===== config.mk =====
export PLATFORM = sky130hd
export DESIGN_NAME = cmd_pack_tx
export DESIGN_NICKNAME = d
export VERILOG_FILES = /design/src/rtl/cmd_link_pkg.sv /design/src/rtl/crc16_ccitt_ser.sv /design/src/rtl/cmd_pack_tx.sv
export SDC_FILE = /design/constraint.sdc
export NUM_CORES = 1
export LEC_CHECK = 0
export ABC_AREA = 1
export BUFFER_PORTS_ARGS = -buffer_cell sky130_fd_sc_hd__buf_2
export CAP_MARGIN = 30
export CORE_MARGIN = 10
export CORE_UTILIZATION = 25
export DETAILED_ROUTE_END_ITERATION = 12
export GPL_TIMING_DRIVEN = 0
export PLACE_DENSITY = 0.44
export SYNTH_ARGS = -nofsm -noshare
export SYNTH_HDL_FRONTEND = slang
export SYNTH_HIERARCHICAL = 1
export SYNTH_SLANG_ARGS = --single-unit

===== constraint.sdc =====
create_clock -name clk -period 15.9 [get_ports clk]
set_clock_uncertainty 0.1 [all_clocks]
set_input_delay 0.795 -clock clk [delete_from_list [all_inputs] [get_ports clk]]
set_output_delay 0.795 -clock clk [all_outputs]
set_load 0.01 [all_outputs]

===== src/rtl/cmd_link_pkg.sv =====
// Shared definitions for the command SPI link (cmd_pack_tx / depack):
// framing constants, CRC-16/CCITT-FALSE parameters, FSM state type and
// the field layout of the 43-byte command payload.
package cmd_link_pkg;

  localparam logic [15:0] SYNC_WORD = 16'hEB90;
  localparam logic [15:0] CRC_POLY  = 16'h1021;
  localparam logic [15:0] CRC_INIT  = 16'hFFFF;

  // Frame = SYNC(16) | LEN(8) | payload(8*N) | CRC(16)
  localparam int unsigned HDR_BITS          = 24;
  localparam int unsigned CRC_BITS          = 16;
  localparam int unsigned MAX_PAYLOAD_BYTES = 255;
  localparam int unsigned BIT_CNT_W =
    $clog2(HDR_BITS + CRC_BITS + 8 * MAX_PAYLOAD_BYTES);

  typedef enum logic [1:0] {
    ST_IDLE,
    ST_SHIFT,
    ST_GAP
  } tx_state_t;

  // Command payload layout (byte offsets from payload byte 0, widths in bits)
  localparam int unsigned CMD_PAYLOAD_BYTES   = 43;
  localparam int unsigned FTW_START_OFS       = 0;
  localparam int unsigned FTW_START_W         = 48;
  localparam int unsigned FTW_STOP_OFS        = 6;
  localparam int unsigned FTW_STOP_W          = 48;
  localparam int unsigned SWEEP_STEP_OFS      = 12;
  localparam int unsigned SWEEP_STEP_W        = 48;
  localparam int unsigned SWEEP_RATE_OFS      = 18;
  localparam int unsigned SWEEP_RATE_W        = 32;
  localparam int unsigned PERIOD_DWELL_OFS    = 22;
  localparam int unsigned PERIOD_DWELL_W      = 32;
  localparam int unsigned PERIOD_SETTLE_OFS   = 26;
  localparam int unsigned PERIOD_SETTLE_W     = 32;
  localparam int unsigned MODE_OFS            = 30;
  localparam int unsigned MODE_W              = 8;
  localparam int unsigned ATT_OFS             = 31;
  localparam int unsigned ATT_W               = 16;
  localparam int unsigned PHA_OFS             = 33;
  localparam int unsigned PHA_W               = 16;
  localparam int unsigned RSVD_OFS            = 35;
  localparam int unsigned RSVD_W              = 64;

  // Packed view of the payload; first declared field is transmitted first
  typedef struct packed {
    logic [FTW_START_W-1:0]     ftw_start;
    logic [FTW_STOP_W-1:0]      ftw_stop;
    logic [SWEEP_STEP_W-1:0]    sweep_step;
    logic [SWEEP_RATE_W-1:0]    sweep_rate;
    logic [PERIOD_DWELL_W-1:0]  period_dwell;
    logic [PERIOD_SETTLE_W-1:0] period_settle;
    logic [MODE_W-1:0]          mode;
    logic [ATT_W-1:0]           att;
    logic [PHA_W-1:0]           pha;
    logic [RSVD_W-1:0]          rsvd;
  } cmd_payload_t;

  // One-bit CRC-16/CCITT-FALSE step (MSB-first, no reflection)
  function automatic logic [15:0] crc16_next(input logic [15:0] crc,
                                             input logic        din);
    return {crc[14:0], 1'b0} ^ ((crc[15] ^ din) ? CRC_POLY : 16'h0000);
  endfunction

endpackage


===== src/rtl/crc16_ccitt_ser.sv =====
// Bit-serial CRC-16/CCITT-FALSE: one message bit folded in per enable.
// clr preloads CRC_INIT; reset clears the register.
module crc16_ccitt_ser
  import cmd_link_pkg::*;
(
  input  logic        clk,
  input  logic        rst,
  input  logic        clr,
  input  logic        en,
  input  logic        din,
  output logic [15:0] crc
);

  // CRC register: clear-to-init takes priority over an update
  always_ff @(posedge clk or posedge rst) begin
    if (rst) begin
      crc <= '0;
    end else if (clr) begin
      crc <= CRC_INIT;
    end else if (en) begin
      crc <= crc16_next(crc, din);
    end
  end

endmodule


===== src/rtl/cmd_pack_tx.sv =====
// cmd_pack_tx: serialises one command frame (SYNC, LEN, payload, CRC-16)
// onto spi_sclk/spi_dout, MSB first, data changing on falling sclk.
// Optional build macro CRC_ERR_INJ_EN adds inject_crc_err, which flips
// bit 0 of the transmitted CRC for the frame it is latched with.
module cmd_pack_tx
  import cmd_link_pkg::*;
#(
  parameter int unsigned PAYLOAD_BYTES = 43,
  parameter int unsigned CLK_DIV       = 4,
  parameter int unsigned GAP_CYCLES    = 64
) (
  input  logic                       clk,
  input  logic                       rst,
  input  logic                       load,
  input  logic [8*PAYLOAD_BYTES-1:0] payload,
  output logic                       ready,
  output logic                       done,
  output logic                       spi_sclk,
  output logic                       spi_dout
`ifdef CRC_ERR_INJ_EN
  ,
  input  logic                       inject_crc_err
`endif
);

  localparam int unsigned DATA_BITS  = HDR_BITS + 8 * PAYLOAD_BYTES;
  localparam int unsigned FRAME_BITS = DATA_BITS + CRC_BITS;
  localparam int unsigned DIV_W      = $clog2(CLK_DIV + 1);
  localparam int unsigned GAP_W      = $clog2(GAP_CYCLES + 1);

  localparam logic [BIT_CNT_W-1:0] LAST_BIT  = BIT_CNT_W'(FRAME_BITS - 1);
  localparam logic [BIT_CNT_W-1:0] PAY_FIRST = BIT_CNT_W'(HDR_BITS);
  localparam logic [BIT_CNT_W-1:0] CRC_FIRST = BIT_CNT_W'(DATA_BITS);
  localparam logic [DIV_W-1:0]     DIV_LAST  = DIV_W'(CLK_DIV - 1);
  localparam logic [GAP_W-1:0]     GAP_LAST  = GAP_W'(GAP_CYCLES - 1);

  tx_state_t              state;
  logic [DIV_W-1:0]       div_cnt;
  logic [BIT_CNT_W-1:0]   bit_cnt;
  logic [GAP_W-1:0]       gap_cnt;
  // Bits still to send after the one on spi_dout (the bit on the wire is not kept)
  logic [DATA_BITS-2:0]   data_sr;
  logic [15:0]            crc_sr;
  logic                   inj_q;

  logic [DATA_BITS-1:0]   frame_data;
  logic                   accept;
  logic                   sclk_fall;
  logic [BIT_CNT_W-1:0]   next_bit;
  logic                   crc_en;
  logic                   crc_din;
  logic [15:0]            crc_val;
  logic [15:0]            crc_word;

  assign frame_data = {SYNC_WORD, 8'(PAYLOAD_BYTES), payload};

  // Handshake, falling-edge detection and CRC feed for the bit about to be driven
  always_comb begin
    accept    = load && ready;
    sclk_fall = (state == ST_SHIFT) && (div_cnt == DIV_LAST) && spi_sclk;
    next_bit  = bit_cnt + 1'b1;
    // Payload bits are folded into the CRC as they go onto the wire, so the
    // register is final by the time the first CRC bit is needed.
    crc_en    = sclk_fall && (bit_cnt != LAST_BIT) &&
                (next_bit >= PAY_FIRST) && (next_bit < CRC_FIRST);
    crc_din   = data_sr[DATA_BITS-2];
    crc_word  = crc_val ^ {15'b0, inj_q};
  end

  crc16_ccitt_ser u_crc (
    .clk (clk),
    .rst (rst),
    .clr (accept),
    .en  (crc_en),
    .din (crc_din),
    .crc (crc_val)
  );

`ifdef CRC_ERR_INJ_EN
  // Error-injection request captured with the frame it applies to
  always_ff @(posedge clk or posedge rst) begin
    if (rst) begin
      inj_q <= 1'b0;
    end else if (accept) begin
      inj_q <= inject_crc_err;
    end
  end
`else
  assign inj_q = 1'b0;
`endif

  // Frame FSM: sclk divider, bit/gap counters, shift registers, registered outputs
  always_ff @(posedge clk or posedge rst) begin
    if (rst) begin
      state    <= ST_IDLE;
      ready    <= 1'b1;
      done     <= 1'b0;
      spi_sclk <= 1'b0;
      spi_dout <= 1'b0;
      div_cnt  <= '0;
      bit_cnt  <= '0;
      gap_cnt  <= '0;
      data_sr  <= '0;
      crc_sr   <= '0;
    end else begin
      done <= 1'b0;
      case (state)
        ST_IDLE: begin
          if (accept) begin
            state    <= ST_SHIFT;
            ready    <= 1'b0;
            spi_sclk <= 1'b0;
            spi_dout <= frame_data[DATA_BITS-1];
            data_sr  <= frame_data[DATA_BITS-2:0];
            div_cnt  <= '0;
            bit_cnt  <= '0;
          end
        end

        ST_SHIFT: begin
          if (div_cnt == DIV_LAST) begin
            div_cnt  <= '0;
            spi_sclk <= ~spi_sclk;
            if (spi_sclk) begin
              if (bit_cnt == LAST_BIT) begin
                spi_dout <= 1'b0;
                gap_cnt  <= '0;
                state    <= ST_GAP;
              end else begin
                bit_cnt <= next_bit;
                if (next_bit < CRC_FIRST) begin
                  spi_dout <= data_sr[DATA_BITS-2];
                  data_sr  <= {data_sr[DATA_BITS-3:0], 1'b0};
                end else if (next_bit == CRC_FIRST) begin
                  spi_dout <= crc_word[15];
                  crc_sr   <= {crc_word[14:0], 1'b0};
                end else begin
                  spi_dout <= crc_sr[15];
                  crc_sr   <= {crc_sr[14:0], 1'b0};
                end
              end
            end
          end else begin
            div_cnt <= div_cnt + 1'b1;
          end
        end

        ST_GAP: begin
          if (gap_cnt == GAP_LAST) begin
            done  <= 1'b1;
            ready <= 1'b1;
            state <= ST_IDLE;
          end else begin
            gap_cnt <= gap_cnt + 1'b1;
          end
        end

        default: begin
          state <= ST_IDLE;
          ready <= 1'b1;
        end
      endcase
    end
  end

endmodule


After elaboration in Yosys (flattened, before gate mapping). Index checks and enable logic that the tools add are counted.

Output and inout port bits: 4. Bits in registers: 427.

Magnitude comparators: 2. Mux-type cells: 43. Reductions and logical operators: 19. Bitwise gates (word level): 6. Equality and inequality tests: 15. $add $sub $neg: 3.

Operators with widths (count): $mux 367 (5); $pmux 367 s2 (1); $mux 12 (4); $mux 16 (3); $mux 7 (4); $eq 12x9->1 const B (2); $pmux 12 s2 (1); $reduce_and 5->1 (4); $xor 16x16->16 (1); $pmux 7 s2 (1); $mux 13 (1); $add 12x1->12 const B (1); $ge 12x5->1 const B (1); $lt 12x9->1 const B (1); $ne 12x9->1 const B (1); $mux 1 (11); $mux 2 (5); $ne 2x2->1 const B (5); $add 7x1->7 const B (1); $eq 7x6->1 const B (1); $logic_and 1x1->1 (6); $mux 3 (2); $ne 2x1->1 const B (3); $pmux 2 s3 (1); other kinds (15) (22).

Longest topological paths before layout. Gate-level depths: netlist (run 1).

Word-level depth: 8. Gate-level depth with buffers: 15.

Hierarchy. The synthesis (run 1) kept the hierarchy.

Modules (own cells, without submodules): cmd_pack_tx (cells an instance 2655, instances 1, area an instance 20209.4 µm², sequential area each 10261.1 µm²); crc16_ccitt_ser (cells an instance 69, instances 1, area an instance 695.7 µm², sequential area each 400.4 µm²).

Least setup slack after synthesis (run 1). OpenSTA, ideal clock, no wires.

Path type: in2reg. Start: input port load. End: register u_crc.crc[10]. Setup time: 132 ps. Buffers on the path: 0. Data arrival time: 2480 ps. Data required time: 15668 ps. Slack: 13188 ps. Stages on the path: 11. Cells stage by stage: nand2_1 -> inv_1 -> nand2_1 -> nand2_1 -> nand2_2 -> nor2_4 -> nand2_1 -> a211oi_1 -> inv_2 -> nor2_8 -> a22oi_1.

Longest elaborated chain between the ends: 2. Elaborated cells between the ends (all ways): 3.

RTL lines: start: declaration (line cmd_pack_tx.sv:14) `input logic load,`; $logic_and 1x1->1 * (line cmd_pack_tx.sv:59) `accept = load && ready;`; net accept (line cmd_pack_tx.sv:47) `logic accept;`; $mux 16 or $reduce_bool 2->1 (tied branches); end signal: assignment (line crc16_ccitt_ser.sv:21) `crc <= crc16_next(crc, din);`; end: declaration (line crc16_ccitt_ser.sv:11) `output logic [15:0] crc`.

The timed path passes the listed nets; every way through them passes the cells marked *. A chain may end at the register's enable or synchronous reset.

Worst setup path after layout (run 1).
Start: register state[0]. End: register u_crc.crc[14].

Longest elaborated chain between the ends: 7.

RTL lines: start: declaration (line cmd_pack_tx.sv:37) `tx_state_t state;`; start signal: assignment (line cmd_pack_tx.sv:95) `state <= ST_IDLE;`; start signal: assignment (line cmd_pack_tx.sv:110) `state <= ST_SHIFT;`; start signal: assignment (line cmd_pack_tx.sv:128) `state <= ST_GAP;`; $eq 2x1->1 (line cmd_pack_tx.sv:60) `sclk_fall = (state == ST_SHIFT) && (div_cnt == DIV_LAST) && spi_sclk;`; $logic_and 1x1->1 (2 in series) (line cmd_pack_tx.sv:60); $logic_and 1x1->1 (2 in series) (line cmd_pack_tx.sv:64) `crc_en = sclk_fall && (bit_cnt != LAST_BIT) &&`; $logic_and 1x1->1 (line cmd_pack_tx.sv:65) `(next_bit >= PAY_FIRST) && (next_bit < CRC_FIRST);`; net crc_en (line cmd_pack_tx.sv:50) `logic crc_en;`; $reduce_bool 2->1 (no source line).

The timed path passes the listed nets, and every way through them passes these cells.

==> reports/qor.txt, run 1 <==
Post-Route Utilization: 31.4%
Register area share after synthesis: 51.0%
Max FO, Critical Path: 10
Root buffer cell: clkbuf_16
Tot GR Track Use: 13.7%
Met2 usage: 21.9%
Longest Clk Path Bufs: 3
Clk_lat worst skew: 0.60 ns
Initial DRC Count: 968
Area growth syn-to-layout: 23.9%
First-pass GRT wire length: 105000 µm
Status: finished clean
Fin. max-slew vios: 0
Post-CTS Setup Inserts: 0
CP required: 16.24 ns
Largest net degree at the start of global routing: 116
Crit-path cells: inv_2, nor2_8, inv_2, nand2_1, nand2_2, nor2_4, nand2_1, a211oi_1, inv_2, nor2_8, a22oi_1
Starting Density: 25.3%
Core area: 82500 µm²
Fin Setup TNS: 0 ns
CTS H-tree lvls: 2
GR peak layer: met2
Top FF cell, synth: dfrtp_1
Worst Path Arrival: 3.57 ns
Wire length per cell: 15.6 µm
Mapped Nets: 3074
DP Wirelength: 48800 µm
VDD IR-drop max: 0.0749 mV
Ys Warns: 6
R2r worst-path depth: 11
Worst Setup Start Kind: flip-flop
Synth cell types: 35
Clk sinks: 426
Met3 global-route usage: 3.01%
First-pass iteration count of the detailed router: 5
Final hold violation count: 0
WL final: 66400 µm
Vias: 18300
Hold Path Class: in -> async
Final WS setup: 12.67 ns
GP Congestion: 0.778
Met1 usage: 18.6%
Layout net count: 3485
Vias per cell: 4.31
Die X: 309 µm
Multi-input logic area: 7690 µm²
Lkg Pwr: 12.6 nW
Num CTS Buffers: 52
Number of flops mapped to enable cells by yosys: 0
Synth area leader: dfrtp_1
Rows: 105
CTS resizes: 0
Worst-path clk slew: 0.06 ns
Number of antenna violations at the first check in global routing: 11
Final setup viols: 0
TritonCTS clock tree: yes
Cell family with most CP delay: simple AND/OR/NAND/NOR gates
Die Ht: 309 µm
Crit path top cell by count: inv_2
Worst Setup End Kind: flip-flop
Max stage delay on crit path: 0.76 ns
Buf/Inv on CP: 3
Fraction of layout cells with a size suffix above 1: 16.6%
# DRC: 0
Gr ovfl total: 0
Reg2reg setup slack: 12.67 ns
Pre-CTS WS: 12.32 ns
CTS Hold Buffers Added: 0
Commonest cells post-synth: nand2_1 (811), o21ai_0 (525), dfrtp_1 (425)
PD cells: 195 nW/µm²
Post-route cell area: 25900 µm²
Slew headroom: 46.6%
Period utilization: 20.3%
Vias in the first global route: 18800
Achievable Freq: 310 MHz
Die footprint: 95600 µm²
FFs w/ async S/R, synth: 100%
Mapped Cells: 2724
Slew @ Worst Pin: 0.797 ns
#FFs+latches synth: 426
Maxcap violations: 0
Top area cells in the synthesized netlist: dfrtp_1 (51%), nand2_1 (15%), o21ai_0 (13%)
Post-Syn Area per Cell: 7.67 µm²
CP max stage cell: a211oi_1
Area post-placement: 24100 µm²
FF/Latch Area: 10700 µm²
I/O pin count: 351
Crit path time final: 3.23 ns
Top cell type's share of synthesized area: 50.9%
IO buf count: 350
Post-synthesis cell area: 20900 µm²
CP Depth: 11
ANT nets after route: 0
Fill count: 9018
Critical path class: reg -> reg
RSZ-0062 raised after global routing: false
Most common cell in the netlist: nand2_1
[metal layers]
layer	up-vias	share of wire (%)	wire, µm
met1	8499	47	31400
met2	336	45	30200
met4	10	1.7	1150
met3	87	5.4	3560
met5	-	0.11	72
li1	9379	-	-
[final cells by class]
| class | instances | area share (%) |
|---|---|---|
| well taps | 1070 | 5.17 |
| flip-flops and latches | 426 | 41.2 |
| diodes | 5 | 0.0483 |
| clock inverters | 18 | 0.783 |
| inverters | 421 | 6.13 |
| plain buffers | 168 | 3.77 |
| clock buffers | 79 | 5.88 |
| multi-input cells | 1709 | 29.7 |
| repair buffers | 357 | 7.36 |
[where the power goes]
part | internal (mW) | leakage (nW) | switching [mW]
Clock | 0.724 | 0.849 | 0.490
Combinational | 0.715 | 6.54 | 1.43
Sequential | 1.57 | 5.25 | 0.132
Total | 3.01 | 12.6 | 2.06
[cells in the final DEF, fill, tap and decap left out, types with 12 or more instances in the layout]
master	count
dfrtp_1	425
clkbuf_1	121
o21ai_1	205
nand3_1	39
nor2_1	46
a21oi_1	12
o21ai_0	525
inv_1	414
clkbuf_16	53
nand2_1	811
buf_2	363
buf_6	40
[worst paths after layout]
check,end,from
min reg2reg,div_cnt[2],div_cnt[2]
min in group clk,data_sr[0],payload[0]
max,u_crc/crc[14],state[0]
max reg2reg,u_crc/crc[14],state[0]
max in group asynchronous,data_sr[232],rst
min,done,rst
[cell families (layout without fill, tap and decap cells)]
logic type	Yosys count	after routing	synth area share, %
other	0	5	0
AND/OR/NAND/NOR	929	929	17.5
XOR/XNOR	7	7	0.293
flip-flops	426	426	51.0
adder cells (fa/ha/maj)	3	3	0.180
AO/OA/AOI/OAI	770	770	18.8
buffers and inverters	589	1043	12.2
[worst reg2reg max path, delay by kind of cell, from the launching register on]
kind / cells / cell delay (ns)
buffers and inverters: 3 / 0.51
AOI/OAI and AO/OA: 2 / 0.87
DFF: 1 / 0.43
and+or+nand+nor: 6 / 1.18
[registers in the layout (all words and copies together) (netlist names)]
name and flops:
done 1, state 2, bit_cnt 12, ready 1, data_sr 367, u_crc/crc 16
spi_dout 1, gap_cnt 7, spi_sclk 1, div_cnt 3, crc_sr 15
[through the flow]
| step | cells | power (mW) | hold WS (ns) |
|---|---|---|---|
| finish | 4253 | 5.06 | 0.195 |
| global route | 4249 | 5.57 | 0.236 |
| CTS | 4247 | 5.17 | 0.229 |
| detailed placement | 4150 | 3.91 | 0.376 |
| global placement | 4144 | 3.89 | 0.377 |
| floorplan | 2724 | 3.24 | 0.353 |
No activity file was read; power rests on OpenSTA's default activity.
==> run 2, diff against run 1 <==
- ABC_AREA: 1 -> 0
- clock period: 15.9 -> 3 ns (I/O delays scaled with it)
==> run 2 against run 1 <==
- die area fell by 11%
- sequential cell count unchanged
- highest routed layer unchanged
- routed wire length decreased by 0.36%
- critical path type unchanged
- clock power rose to 5.1 times the previous value
- critical path depth grew 1
- first-iteration DRC count decreased by 5.5%
==> reports/qor.txt, run 2 <==
Status: finished clean
Synth area leader: dfrtp_1
Rows: 99 (-5.7%)
Top reg by flops: data_sr
Final setup viols: 0 (unchanged)
Slew @ Worst Pin: 0.774 ns (-0.0233 ns)
Tot GR Track Use: 15.0% (+1.3 points)
Die footprint: 85200 µm² (-11%)
Number of flops mapped to enable cells by yosys: 0 (unchanged)
WL final: 66100 µm (-0.36%)
Synth cell types: 53 (+51%)
Achievable Freq: 350 MHz (+13%)
Area growth syn-to-layout: 47.0%
Mapped Cells: 1920 (-30%)
CTS H-tree lvls: 2 (unchanged)
Most common cell in the netlist: dfrtp_1
Top area cells in the synthesized netlist: dfrtp_1 (58%), o22ai_1 (12%), a21oi_1 (10%)
Final hold violation count: 0 (unchanged)
Vias in the first global route: 18700 (-0.56%)
First-pass GRT wire length: 105000 µm (-0.61%)
Clk sinks: 426 (unchanged)
Vias per cell: 4.84 (+12%)
Layout net count: 3045 (-13%)
Number of antenna violations at the first check in global routing: 13 (+2)
#FFs+latches synth: 426 (unchanged)
Top flop regs: data_sr (367), u_crc/crc (16), crc_sr (15)
Die Ht: 292 µm (-5.6%)
Root buffer cell: clkbuf_16
Top FF cell, synth: dfrtp_1
Ys Warns: 6 (unchanged)
Gr ovfl total: 0 (unchanged)
Hold Path Class: in -> async
Fin Setup TNS: 0 ns (unchanged)
Worst Path Arrival: 3.22 ns (-0.35 ns)
FFs w/ async S/R, synth: 100% (unchanged)
ANT nets after route: 0 (unchanged)
First-pass iteration count of the detailed router: 5 (unchanged)
Worst Setup End Kind: flip-flop
Fraction of layout cells with a size suffix above 1: 22.0% (+5.4 points)
Register area share after synthesis: 57.7% (+6.7 points)
Period utilization: 95.3% (+75 points)
Most common library cell in the layout ignoring fill and taps: dfrtp_1
TritonCTS clock tree: yes
GP Congestion: 0.786 (+1.1%)
Pre-CTS WS: -0.752 ns (-13.07 ns)
Slew headroom: 48.4% (+1.9 points)
Max FO, Critical Path: 10 (unchanged)
Post-Syn Area per Cell: 9.63 µm² (+25%)
CP required: 3.37 ns (-12.87 ns)
Final WS setup: 0.142 ns (-12.53 ns)
Fill count: 7357 (-18%)
Most frequent cells in the layout: dfrtp_1 (425), buf_2 (413), nor2_1 (374)
Clk_lat worst skew: 0.58 ns (-0.02 ns)
Post-synthesis cell area: 18500 µm² (-12%)
Crit path time final: 2.86 ns (-0.370 ns)
Reg2reg setup slack: 0.14 ns (-12.53 ns)
PD cells: 476 nW/µm² (+140%)
Lkg Pwr: 13.1 nW (+3.7%)
Non-filler cells, final: 3705 (-13%)
Die X: 292 µm (-5.6%)
Vias: 17900 (-2.0%)
I/O pin count: 351 (unchanged)
Commonest cells post-synth: dfrtp_1 (425), nor2_1 (377), a21oi_1 (369)
DP Wirelength: 45400 µm (-6.9%)
Mapped Nets: 2270 (-26%)
Fin. max-slew vios: 0 (unchanged)
Worst Setup Start Kind: flip-flop
Num CTS Buffers: 52 (unchanged)
Largest register FFs: 367 (unchanged)
Top cell type's share of synthesized area: 57.5% (+6.7 points)
Core area: 73100 µm² (-11%)
Wire length per cell: 17.9 µm (+14%)
Placed Cells: 3241 (-22%)
Maxcap violations: 0 (unchanged)
Largest net degree at the start of global routing: 40 (-66%)
Initial DRC Count: 915 (-5.5%)
Critical path class: reg -> reg
VDD IR-drop max: 0.414 mV (+450%)
Worst-path clk slew: 0.06 ns (about the same)
Starting Density: 25.3% (-0.048 points)
IO buf count: 350 (unchanged)
Longest Clk Path Bufs: 3 (unchanged)
# DRC: 0 (unchanged)
run 2: cell types whose count changed after synthesis, sizes merged, moves of 14 or more:
cell    change
nand3      -31
a211o      +17
inv       -412
o21ai     -700
clkbuf     -44
nor2b      +22
a22o       +15
mux2i      +14
nand2     -786
a21oi     +348
nor2      +324
o22ai     +337
buf        +54
run 2: repair_timing:
item                                    4_1_cts  5_1_grt
gates resized for setup                      60       21
hold buffers                                346        0
setup buffers                                12        2
pin swaps                                     6        5
endpoints found under the setup margin      396      372
hold endpoints to repair                    436        0
cloned                                        2        0
run 2: area by class of cell:
type	instances	area (µm²)	share of cell area, %
sequential	426	10700	39.2
buffer	175	946	3.48
clock buffer	77	1580	5.80
timing repair buffer	723	5580	20.5
multi-input combinational	1309	7030	25.9
tap	959	1200	4.42
clock inverter	15	106	0.392
antenna	13	32.5	0.120
inverter	8	33.8	0.124
run 2: worst paths after layout:
kind                         startpoint            end  cells past startpoint
min                                 rst      crc_sr[8]                      3
min in group clk             payload[4]     data_sr[4]                      4
max                          bit_cnt[3]  u_crc/crc[15]                     12
min reg2reg                data_sr[358]   data_sr[359]                      1
max in group asynchronous           rst   data_sr[165]                      7
max reg2reg                  bit_cnt[3]  u_crc/crc[15]                     12
run 2: kinds of logic (layout without fill, tap and decap cells):
group,Yosys count,in the layout,synth area share (%)
AOI/OAI and AO/OA,814,814,25.7
and+or+nand+nor,471,472,10.4
DFF,426,426,57.7
buffers and inverters,186,998,4.73
muxes,14,14,0.758
xor gates and xnor gates,6,6,0.447
adders and majority gates,3,3,0.203
other,0,13,0
run 2: power breakdown:
part           switching, mW  leakage, nW  total [mW]  internal [mW]
clock                   2.51        0.843        6.20           3.69
sequential                 0         5.88        5.75           5.75
combinational          0.375         6.38       0.976          0.601
run 2: metrics by stage:
| stage | utilization, % | hold slack (ns) | total power [mW] | instance area, µm² |
|---|---|---|---|---|
| floorplan | - | -0.0363 | 6.10 | 18500 |
| CTS | 37.1 | 0.00254 | 13.2 | 27100 |
| detailed placement | 29.7 | 0.0854 | 6.47 | 21700 |
| global placement | 29.3 | 0.206 | 6.43 | 21400 |
| finish | 37.2 | 0.0238 | 12.9 | 27200 |
| global route | 37.2 | 0.0434 | 13.5 | 27200 |
run 2: per-layer routing:
metal | share of wire (%) | global-route usage (%) | vias to the layer above
li1 | - | - | 8563
met1 | 44 | 19.0 | 8792
met5 | 0.020 | 0 | -
met4 | 3.0 | 5.31 | 2
met2 | 48 | 25.1 | 456
met3 | 4.6 | 2.82 | 132
run 2: worst max-delay path, stage by stage (launching register included):
cell	delay, ns
dfrtp_1	0.35
buf_2	0.17
nand4_1	0.19
nor3_2	0.08
or4_1	0.48
a22oi_2	0.32
buf_4	0.18
nand2_2	0.06
clkbuf_8	0.16
nor2_4	0.19
buf_6	0.15
nor2b_1	0.05
a211o_1	0.26
